File: config.mk
export PLATFORM = sky130hd
export DESIGN_NAME = matvec_param
export DESIGN_NICKNAME = d
export VERILOG_FILES = /design/src/rtl/matvec_param.sv
export SDC_FILE = /design/constraint.sdc
export NUM_CORES = 2
export LEC_CHECK = 0
export ABC_AREA = 0
export BUFFER_PORTS_ARGS = -buffer_cell sky130_fd_sc_hd__buf_2
export CORE_ASPECT_RATIO = 0.75
export CORE_MARGIN = 1.5
export CORE_UTILIZATION = 55
export CTS_CLUSTER_SIZE = 14
export DETAILED_ROUTE_END_ITERATION = 16
export PLACE_DENSITY = 0.74
export SLEW_MARGIN = 20
export SYNTH_ARGS = -nofsm -noshare
export SYNTH_HDL_FRONTEND = slang
export SYNTH_SLANG_ARGS = --single-unit
File: constraint.sdc
create_clock -name clk -period 8.3 [get_ports clk]
set_input_delay 1.66 -clock clk [delete_from_list [all_inputs] [get_ports clk]]
set_output_delay 1.66 -clock clk [all_outputs]
set_load 0.05 [all_outputs]
File: src/rtl/matvec_param.sv
// Streaming signed matrix-vector multiplier: y = W*x, one output row per handshake.
// A loaded matrix is kept and reused by later vector-only transactions.
module matvec_param #(
    parameter int unsigned M     = 8,
    parameter int unsigned N     = 8,
    parameter int unsigned IN_W  = 14,
    parameter int unsigned OUT_W = 2 * IN_W + $clog2(N),
    parameter bit          RELU  = 1'b0
) (
    input  logic                    clk,
    input  logic                    reset,
    input  logic                    input_valid,
    output logic                    input_ready,
    input  logic signed [IN_W-1:0]  input_data,
    input  logic                    new_matrix,
    output logic                    output_valid,
    input  logic                    output_ready,
    output logic signed [OUT_W-1:0] output_data
);

    localparam int unsigned WN     = M * N;
    localparam int unsigned WIDX_W = $clog2(WN);
    localparam int unsigned XIDX_W = $clog2(N);
    localparam int unsigned ROW_W  = (M > 1) ? $clog2(M) : 1;
    localparam int unsigned STEP_W = $clog2(N + 2);
    localparam int unsigned PROD_W = 2 * IN_W;

    typedef enum logic [2:0] {StIdle, StLoadW, StLoadX, StCompute, StOut} state_e;

    state_e state;

    logic signed [IN_W-1:0]   w_mem [WN];
    logic signed [IN_W-1:0]   x_mem [N];

    logic [WIDX_W-1:0]        w_idx;
    logic [WIDX_W-1:0]        w_base;
    logic [XIDX_W-1:0]        x_idx;
    logic [ROW_W-1:0]         row;
    logic [STEP_W-1:0]        step;
    logic                     matrix_loaded;
    logic signed [PROD_W-1:0] prod;
    logic signed [OUT_W-1:0]  acc;

    logic [WIDX_W-1:0]        w_rd;
    logic signed [PROD_W-1:0] w_ext;
    logic signed [PROD_W-1:0] x_ext;
    logic signed [OUT_W-1:0]  result;

    // Reads beyond column N-1 happen while step sweeps past the row; their value is unused.
    always_comb begin
        w_rd   = w_base + WIDX_W'(step);
        w_ext  = PROD_W'(w_mem[w_rd]);
        x_ext  = PROD_W'(x_mem[XIDX_W'(step)]);
        result = acc;
        if (!matrix_loaded || (RELU && acc[OUT_W-1])) begin
            result = '0;
        end
    end

    always_ff @(posedge clk) begin
        if (reset) begin
            state         <= StIdle;
            input_ready   <= 1'b0;
            output_valid  <= 1'b0;
            output_data   <= '0;
            matrix_loaded <= 1'b0;
            w_idx         <= '0;
            w_base        <= '0;
            x_idx         <= '0;
            row           <= '0;
            step          <= '0;
            prod          <= '0;
            acc           <= '0;
        end else begin
            unique case (state)
                StIdle: begin
                    input_ready <= 1'b1;
                    if (input_valid && input_ready) begin
                        if (new_matrix) begin
                            w_mem[0] <= input_data;
                            w_idx    <= WIDX_W'(1);
                            state    <= StLoadW;
                        end else begin
                            x_mem[0] <= input_data;
                            x_idx    <= XIDX_W'(1);
                            state    <= StLoadX;
                        end
                    end
                end
                StLoadW: begin
                    if (input_valid && input_ready) begin
                        w_mem[w_idx] <= input_data;
                        if (w_idx == WIDX_W'(WN - 1)) begin
                            matrix_loaded <= 1'b1;
                            x_idx         <= '0;
                            state         <= StLoadX;
                        end else begin
                            w_idx <= w_idx + 1'b1;
                        end
                    end
                end
                StLoadX: begin
                    if (input_valid && input_ready) begin
                        x_mem[x_idx] <= input_data;
                        if (x_idx == XIDX_W'(N - 1)) begin
                            input_ready <= 1'b0;
                            row         <= '0;
                            w_base      <= '0;
                            step        <= '0;
                            state       <= StCompute;
                        end else begin
                            x_idx <= x_idx + 1'b1;
                        end
                    end
                end
                StCompute: begin
                    // Multiply stage runs one step ahead of the accumulate stage.
                    if (step < STEP_W'(N)) begin
                        prod <= w_ext * x_ext;
                    end
                    if (step == STEP_W'(1)) begin
                        acc <= OUT_W'(prod);
                    end else if (step != '0 && step <= STEP_W'(N)) begin
                        acc <= acc + OUT_W'(prod);
                    end
                    if (step == STEP_W'(N + 1)) begin
                        output_data  <= result;
                        output_valid <= 1'b1;
                        state        <= StOut;
                    end else begin
                        step <= step + 1'b1;
                    end
                end
                StOut: begin
                    if (output_ready) begin
                        output_valid <= 1'b0;
                        if (row == ROW_W'(M - 1)) begin
                            row         <= '0;
                            input_ready <= 1'b1;
                            state       <= StIdle;
                        end else begin
                            row    <= row + 1'b1;
                            w_base <= w_base + WIDX_W'(N);
                            step   <= '0;
                            state  <= StCompute;
                        end
                    end
                end
                default: state <= StIdle;
            endcase
        end
    end

endmodule

==> flow_metrics.py <==
metrics = {
    "pwr": {
        "ir_worst_vdd_mv": 0.7123,
        "power_density_nw_per_um2": 291.9,
        "leakage_nw": 20.28,
    },
    "synthesis": {
        "synth_cell_types": 66,
        "yosys-top-cells-area": "edfxtp_1 57%, mux4_2 13%, fa_1 7.4%, dfxtp_1 4.5%, ha_1 2.5%",
        "synth.top_cell.area_share_pct": 57.40,
        "ys_ff_latch": 1126,
        "synth.cell_area_sq_um": 52730,
        "syn_inst": 3289,
        "seq_area_frac_synth_pct": 61.88,
        "syn-num-nets": 3611,
        "yosysWarnings": 0,
        "async_flop_share_pct": 0,
        "avgSynthCellArea_sq_um": 16.03,
        "synth-edff-count": 1008,
        "synth_ff_type": "edfxtp_1",
        "synth_top_area_cell": "edfxtp_1",
    },
    "setup_path": {
        "path_delay_family": "adder cells",
        "path_max_fanout": 11,
        "worstPathRequired_ns": 8.89,
        "rrSetupSlack_ns": 0.22,
        "arrival_ns": 8.67,
        "crit_slowest_cell": "fa_1",
        "cp-startpoint": "step[0]",
        "path_class": "flip-flop to flip-flop",
        "critPathCaptureType": "flip-flop",
        "reg2reg_from": "step[0]",
        "cp_num_buf_inv": 9,
        "reg2reg_depth": 28,
        "reg2reg_to": "prod[27]",
        "max_stage_delay_ns": 0.54,
        "critPathLaunchType": "flip-flop",
    },
    "drt": {
        "wire_per_inst_microns": 27.04,
        "route.detailed.drc": 0,
        "via_per_inst": 6.226,
        "totalWireLength_microns": 130100,
        "drtIter0Drc": 3879,
        "drtPass1Iterations": 6,
        "antenna_left": 0,
        "vias": 29950,
    },
    "global_routing": {
        "first_global_vias": 29710,
        "grt_max_degree": 80,
        "antenna_found_initial": 3,
        "overflow": 0,
        "grtUsageTotal_pct": 26.76,
        "grt_pass1_wl_microns": 191300,
    },
    "clock_tree": {
        "cts_hold_buf": 0,
        "cts_buffers": 102,
        "cts_tree": "done",
        "cts_root_buf": "clkbuf_16",
        "clkLatencyLatePin_ns": 0.71,
        "clkTransAtPathRegs_ns": 0.07,
        "htree_levels": 3,
        "numClockSinks": 1126,
        "cts_buffer_depth": 3,
    },
    "timing": {
        "tightest_slew_ns": 1.098,
        "slew_headroom_pct": 26.73,
        "drv_slew": 0,
        "fin_ws_ns": 0.2198,
        "setup_viol": 0,
        "finalCritPeriodShare_pct": 97.35,
        "hold_viol_final": 0,
        "fmax_ghz": 0.1238,
        "min_period_ns": 8.080,
        "clock_skew_ns": 0.04156,
    },
    "worst_hold_path": {
        "holdCritPathClass": "flip-flop to flip-flop",
        "whs_endpoint": "output_data[12]",
        "hold_depth": 2,
        "hold_path.startpoint": "output_data[12]",
    },
    "placed_design": {
        "gp_congestion": 0.9466,
        "dpl.hpwl_microns": 81390,
        "pre_cts_ws_ns": 0.03430,
        "io_buffers": 51,
        "dpl-instance-area_sq_um": 55510,
        "place_inst": 4614,
    },
    "die": {
        "die_h_microns": 271.2,
        "die_x_microns": 360.5,
        "dieArea_sq_um": 97770,
        "rows": 98,
        "core_sq_um": 95150,
        "ios": 52,
        "start_util_pct": 55.42,
    },
    "final_layout": {
        "drive_above_1_share_pct": 21.45,
        "fin_cells": 4811,
        "num-fill-cells": 6712,
        "design_area_sq_um": 59020,
        "regArea_sq_um": 32640,
        "multi_input_area_sq_um": 18530,
        "syn2layout_area_growth_pct": 11.92,
        "nNetsFinal": 3802,
        "diodes": 0,
    },
    "outcome": {
        "outcome": "complete, no violations",
    },
    "flow_run": {
        "maxCapViolations": 0,
    },
}
==> worst reg2reg max path: cells and delay by family, from the launching register on <==
| family | cells | cell delay, ns |
|---|---|---|
| multiplexers | 3 | 1.51 |
| AND/OR/NAND/NOR | 2 | 0.73 |
| adder cells (fa/ha/maj) | 7 | 3.28 |
| AO/OA/AOI/OAI | 7 | 1.16 |
| flip-flops | 1 | 0.46 |
| buffers and inverters | 9 | 0.84 |
==> kinds of logic after synthesis <==
| kind of cell | after synthesis | synth area share (%) |
|---|---|---|
| XOR/XNOR | 53 | 0.8803 |
| flip-flops | 1126 | 61.88 |
| buffers and inverters | 430 | 3.319 |
| multiplexers | 334 | 13.80 |
| adder cells (fa/ha/maj) | 303 | 9.980 |
| AND/OR/NAND/NOR | 730 | 6.437 |
| AO/OA/AOI/OAI | 313 | 3.699 |
==> metal layers <==
metal  part of all wire, %  global-route usage (%)  vias to the layer above
met4                   1.9                   6.485                        2
met2                    44                   37.88                     1673
met1                    41                   40.27                    15410
met5                 0.012                       0                        -
li1                      -                       -                    12710
met3                    13                   9.053                      161
==> how the worst max path moves through the flow <==
stage | end | depth (start not counted)
after floorplan | prod[27] | 32
after global routing | prod[23] | 26
after global placement | prod[27] | 30
after detailed placement | prod[27] | 30
after CTS | prod[27] | 30
final | prod[27] | 28
==> cells in the final DEF (no fill, tap or decap), types with 18 or more instances in the layout <==
master,n
nand3_1,64
buf_2,49
xnor2_1,32
a211oi_1,27
clkbuf_1,29
nand2b_1,50
dfxtp_1,114
o21ai_0,39
fa_1,195
buf_4,177
clkbuf_16,106
ha_1,103
nor2b_1,48
mux4_2,314
xor2_1,18
inv_1,266
nor2_1,207
nand2_1,229
a21oi_1,129
edfxtp_1,1008
clkinv_1,19
nor3_1,25
==> report_power, final <==
part           total [mW]  internal [mW]  switching (mW)
Combinational        6.43           2.76            3.67
Sequential           6.23           6.19          0.0363
Clock                4.57           2.49            2.09
Total                17.2           11.4            5.80
==> flip-flops by register name, summed over array words and instances (netlist names), named ones only <==
| signal | flops |
|---|---|
| output_data | 31 |
| x_mem | 112 |
| w_mem | 896 |
| w_idx | 6 |
| w_base | 3 |
| prod | 28 |
| output_valid | 1 |
| input_ready | 1 |
| row | 3 |
| acc | 31 |
| x_idx | 3 |
| matrix_loaded | 1 |
| step | 4 |
| state | 3 |
==> per-stage QoR <==
stage | util [%] | power (mW) | hold WS [ns] | setup TNS, ns
global placement | 58.34 | 12.41 | 0.4363 | 0
floorplan | - | 10.60 | 0.4449 | 0
detailed placement | 58.34 | 12.45 | 0.4433 | 0
CTS | 61.71 | 17.05 | 0.4521 | 0
global route | 62.03 | 18.30 | 0.4660 | -0.02296
finish | 62.03 | 17.23 | 0.4506 | 0
==> Yosys cell counts (all sizes together) (47+ instances only) <==
master and instances:
a21oi 132, nand2b 51, inv 266, nor2 218, fa 196, mux4 314
o21ai 47, nand2 230, edfxtp 1008, ha 107, dfxtp 118, nand3 67
nor2b 50, buf 63, clkbuf 101
==> area by class of cell <==
class                   count  area share [%]
multi-input cells        1733           31.40
inverters                 266           1.692
well taps                1250           2.650
clock buffers             132           4.552
flip-flops and latches   1126           55.31
repair buffers            251           3.517
clock inverters            53          0.8819
==> repair_timing <==
action | in CTS | in global routing
resized for setup | 1 | 34
cloned | 0 | 3
setup buffers | 0 | 9
pin swaps | 0 | 4
setup endpoints to repair | 1 | 12
Power figures use the tool's default switching activity.
